### src/rtl/spi_ram.sv
// spi_ram: command-decoding byte memory behind an SPI slave.
// Frames on rx_data carry a 2-bit command in [9:8] (write addr, write data,
// read addr, read data) and a payload in [7:0]. Read bytes are presented on
// tx_data/tx_valid; rejected frames pulse err and bump a saturating counter.
module spi_ram #(
   parameter int MEM_DEPTH = 256,
   parameter int ADDR_SIZE = 8,
   parameter int AUTO_INC  = 1
) (
   input  logic       clk,
   input  logic       rst_n,
   input  logic [9:0] rx_data,
   input  logic       rx_valid,
   output logic [7:0] tx_data,
   output logic       tx_valid,
   output logic       err,
   output logic [7:0] err_count
);

   typedef enum logic {
      TX_IDLE = 1'b0,
      TX_HOLD = 1'b1
   } tx_state_t;

   localparam logic [1:0] CMD_WR_ADDR = 2'b00;
   localparam logic [1:0] CMD_WR_DATA = 2'b01;
   localparam logic [1:0] CMD_RD_ADDR = 2'b10;
   localparam logic [1:0] CMD_RD_DATA = 2'b11;

   // Depth held in 9 bits so that 256 is representable next to 8-bit addresses.
   localparam logic [8:0] DEPTH9 = 9'(MEM_DEPTH);

   logic [7:0]           mem [MEM_DEPTH];

   tx_state_t            state;
   logic                 rx_prev;
   logic [ADDR_SIZE-1:0] wr_addr;
   logic [ADDR_SIZE-1:0] rd_addr;
   logic                 wr_ok;
   logic                 rd_ok;

   logic                 accept;
   logic [1:0]           cmd;
   logic [ADDR_SIZE-1:0] addr_in;
   logic                 addr_ok;
   logic [8:0]           wr_inc;
   logic [8:0]           rd_inc;
   logic [ADDR_SIZE-1:0] wr_next;
   logic [ADDR_SIZE-1:0] rd_next;
   logic                 do_write;

   // A frame is taken only on the rising edge of rx_valid, so a long valid
   // pulse from the slave still counts as a single frame.
   assign accept  = rx_valid & ~rx_prev;
   assign cmd     = rx_data[9:8];
   assign addr_in = rx_data[ADDR_SIZE-1:0];
   assign addr_ok = (9'(addr_in) < DEPTH9);

   // Post-increment with wrap at MEM_DEPTH (not just at 2^ADDR_SIZE).
   assign wr_inc  = 9'(wr_addr) + 9'd1;
   assign rd_inc  = 9'(rd_addr) + 9'd1;
   assign wr_next = (AUTO_INC == 0) ? wr_addr :
                    (wr_inc == DEPTH9) ? '0 : wr_inc[ADDR_SIZE-1:0];
   assign rd_next = (AUTO_INC == 0) ? rd_addr :
                    (rd_inc == DEPTH9) ? '0 : rd_inc[ADDR_SIZE-1:0];

   assign do_write = rst_n & accept & (cmd == CMD_WR_DATA) & wr_ok;

   // tx_valid is the HOLD state flop itself, so it has no path from rx_*.
   assign tx_valid = (state == TX_HOLD);

   // Memory array: synchronous write, deliberately left untouched by reset.
   always_ff @(posedge clk) begin
      if (do_write) begin
         mem[wr_addr] <= rx_data[7:0];
      end
   end

   // Command decode, address bookkeeping, tx handshake FSM and error tracking.
   always_ff @(posedge clk) begin
      if (!rst_n) begin
         state     <= TX_IDLE;
         rx_prev   <= 1'b0;
         tx_data   <= 8'h00;
         err       <= 1'b0;
         err_count <= 8'h00;
         wr_addr   <= '0;
         rd_addr   <= '0;
         wr_ok     <= 1'b0;
         rd_ok     <= 1'b0;
      end else begin
         rx_prev <= rx_valid;
         err     <= 1'b0;
         if (accept) begin
            state <= TX_IDLE;
            case (cmd)
               CMD_WR_ADDR: begin
                  if (addr_ok) begin
                     wr_addr <= addr_in;
                     wr_ok   <= 1'b1;
                  end else begin
                     err <= 1'b1;
                     if (err_count != 8'hFF) err_count <= err_count + 8'd1;
                  end
               end
               CMD_WR_DATA: begin
                  if (wr_ok) begin
                     wr_addr <= wr_next;
                  end else begin
                     err <= 1'b1;
                     if (err_count != 8'hFF) err_count <= err_count + 8'd1;
                  end
               end
               CMD_RD_ADDR: begin
                  if (addr_ok) begin
                     rd_addr <= addr_in;
                     rd_ok   <= 1'b1;
                  end else begin
                     err <= 1'b1;
                     if (err_count != 8'hFF) err_count <= err_count + 8'd1;
                  end
               end
               default: begin
                  if (rd_ok) begin
                     tx_data <= mem[rd_addr];
                     rd_addr <= rd_next;
                     case (state)
                        TX_IDLE: state <= TX_HOLD;
                        default: state <= TX_HOLD;
                     endcase
                  end else begin
                     err <= 1'b1;
                     if (err_count != 8'hFF) err_count <= err_count + 8'd1;
                  end
               end
            endcase
         end
      end
   end

endmodule

### config.mk
export PLATFORM = sky130hd
export DESIGN_NAME = spi_ram
export DESIGN_NICKNAME = d
export VERILOG_FILES = /design/src/rtl/spi_ram.sv
export SDC_FILE = /design/constraint.sdc
export NUM_CORES = 2
export LEC_CHECK = 0
export CORE_ASPECT_RATIO = 1.5
export CORE_MARGIN = 2
export CORE_UTILIZATION = 35
export DETAILED_ROUTE_END_ITERATION = 16
export DONT_BUFFER_PORTS = 1
export RECOVER_POWER = 100
export SLEW_MARGIN = 20
export SYNTH_ARGS = -nofsm -noshare
export SYNTH_HDL_FRONTEND = slang
export SYNTH_SLANG_ARGS = --single-unit
### constraint.sdc
create_clock -name clk -period 3.6 [get_ports clk]
set_input_delay 0.72 -clock clk [delete_from_list [all_inputs] [get_ports clk]]
set_output_delay 0.72 -clock clk [all_outputs]
set_load 0.005 [all_outputs]
==> impl_metrics.csv <==
group,metric,value,unit
sta,whs,36.75,ps
cts,htree_levels,4,
cts,clock_path_buffers,4,
logic_synthesis,yosysSeqAreaShare,76.15,%
floorplan,core_area,232700,um^2
sta,setup_tns,-90.98,ps
place,dp_slack,-118.9,ps
logic_synthesis,synth-edff-count,2048,
cts,cts_root_buf,"clkbuf_16",
place,gp_congestion,0.9029,
setup_path,crit_required,4370,ps
setup_path,cp_top_family,"buffers and inverters",
setup_path,slowest_stage,"dfxtp_1",
logic_synthesis,postSynthAreaPerCell,20.53,um^2
cts,numCtsBuffers,183,
finish,layout-drive-gt1-share,22.19,%
setup_path,cpPeakStageDelay,830,ps
sta,clock.fmax,273.0,MHz
finish,n_fill_cell,20580,
place,dpl.hpwl,149400,um
sta,drv_slew,393,
sta,skew,64.36,ps
logic_synthesis,synth_cell_types,74,
routing,drc,0,
finish,nNetsFinal,4443,
worst_hold_path,hold_depth,2,
routing,routedWlPerCell,31.04,um
floorplan,rows,217,
setup_path,crit_type,"flop to flop",
floorplan,start_util,35.12,%
setup_path,crit_fanout,10,
place,portBuffers,0,
routing,vias,42450,
outcome,violations,"max-capacitance violations, max-slew violations, negative setup slack",
cts,cts.sinks,2085,
grt,grt_antenna_before_repair,7,
logic_synthesis,synth.largest_area_cell,"edfxtp_1",
floorplan,die_y,595.8,um
routing,initialDrtViolationCount,5137,
logic_synthesis,ys_async_sr_fraction,0,%
logic_synthesis,synth_warnings,0,
setup_path,end_kind,"flop",
finish,layout_common_cells,"edfxtp_1 (2048), mux4_2 (468), nor2_1 (310)",
logic_synthesis,synth_area_leaders,"edfxtp_1 (75%), mux4_2 (13%), mux2i_1 (2.0%)",
routing,drt_first_pass_iters,11,
setup_path,cp.buffers_inverters,3,
outcome,status,"finished with violations",
finish,final_common_cell,"edfxtp_1",
logic_synthesis,ys_seq_elements,2085,
sta,min_period,3663,ps
floorplan,die_area,237500,um^2
sta,slew_headroom,-106.9,%
job,maxCapViolations,4,
power,ir_worst_vdd,325.4,uV
setup_path,cp.arrival,4440,ps
finish,area_growth,14.24,%
setup_path,cp_cell_sequence,"inv_1 -> nor2_1 -> clkbuf_1 -> a311oi_1 -> nand3_1 -> a211oi_1 -> buf_2 -> nor4_1 -> a311o_1",
worst_hold_path,hp-class,"input pin to flop",
cts,clk_pin_slew,70,ps
routing,ant_nets,0,
floorplan,die_w,398.6,um
logic_synthesis,synth_ff_type,"edfxtp_1",
logic_synthesis,synth.top_cell.area_share,75.25,%
grt,grt_pass1_wl,334200,um
floorplan,ios,31,
power,power,48.59,mW
cts,cts_tree,"yes",
cts,clk_latency,830,ps
power,p_per_area,520.4,nW/um^2
setup_path,start_kind,"flop",
logic_synthesis,synth_area,81730,um^2
power,p_leak,28.00,nW
logic_synthesis,syn_inst,3980,
sta,hold_viol_final,0,
routing,routed_wl,237000,um
sta,setup_viol,2,
sta,tightest_slew,3104,ps
grt,grt_pass1_vias,43380,
grt,grt_overflow,0,
finish,finalCoreUtilization,40.13,%
routing,routed_via_density,5.562,
setup_path,rr_worst_depth,9,
sta,worst_slack,-63.03,ps
sta,grt_setup_unrepaired,"no",
grt,grt_max_degree,259,
setup_path,cp_num_cells,9,
logic_synthesis,syn_nets,4000,
sta,fin_crit_sh,101.8,%
grt,gr-usage-all-layers,19.76,%
[timing repair]
action | 4_1_cts | 5_1_grt
hold buffers | 7 | 0
hold endpoints to repair | 82 | 0
gates resized for setup | 1 | 0
setup endpoints to repair | 1 | 0
buffers inserted | 5 | 0
[sequential cells by signal, summed over array words and instances (netlist names)]
register,flops
rd_addr,8
wr_addr,8
rd_ok,1
rx_prev,1
mem,2048
err,1
tx_data,8
tx_valid,1
err_count,8
wr_ok,1
[stage by stage]
| step | cells | area, um^2 |
|---|---|---|
| 5_1_grt | 7629 | 93360 |
| 6_report | 7633 | 93370 |
| 4_1_cts | 7624 | 94320 |
| 3_5_place_dp | 7290 | 88190 |
| 3_3_place_gp | 7288 | 88130 |
| 2_1_floorplan | 3980 | 81730 |
[area by class of cell]
cell class | count | area (um^2) | area share (%)
repair buffers | 498 | 3302 | 3.536
clock buffers | 209 | 4771 | 5.110
well taps | 3066 | 3836 | 4.109
multi-input cells | 1645 | 17900 | 19.17
flip-flops and latches | 2085 | 62260 | 66.68
inverters | 10 | 40.04 | 0.04288
diodes | 7 | 17.52 | 0.01876
clock inverters | 113 | 1244 | 1.332
[Yosys cell counts (all sizes together), types with 10 or more instances]
| cell type | instances |
|---|---|
| mux2i | 166 |
| nor3 | 19 |
| nand3 | 36 |
| edfxtp | 2048 |
| o221ai | 21 |
| clkbuf | 90 |
| a221oi | 41 |
| a31oi | 15 |
| and3 | 12 |
| o21ai | 61 |
| o22ai | 24 |
| mux4 | 468 |
| a211oi | 33 |
| nand4 | 10 |
| nor2b | 26 |
| nor2 | 312 |
| a22oi | 46 |
| buf | 150 |
| a21oi | 96 |
| dfxtp | 37 |
| nand2 | 121 |
[where the power goes]
part	switching, mW	internal (mW)
Clock	8.78	11.4
Combinational	1.04	0.721
Sequential	0.0294	26.6
Total	9.85	38.7
[kinds of logic after synthesis]
logic type | synth area share (%)
flops | 76.15
simple gates | 3.039
compound gates | 3.564
xor+xnor | 0.07502
buf+inv | 2.035
fa+ha+maj | 0.1072
mux | 15.03
[worst paths after layout]
path / start / end / slack (ps)
worst min register to register: tx_valid / tx_valid / 550
worst max register to register: rd_addr[5] / tx_data[0] / -60
worst max-delay path: rd_addr[5] / tx_data[0] / -60
worst min-delay path: rst_n / rd_addr[5] / 40
[routing by layer]
metal	global-route usage [%]	part of all wire (%)	vias up
met5	0	0	-
met4	11.12	6.6	0
met1	23.21	35	22690
met3	2.924	6.8	501
li1	-	-	17370
met2	34.48	51	1898
No activity file was read; power rests on OpenSTA's default activity.
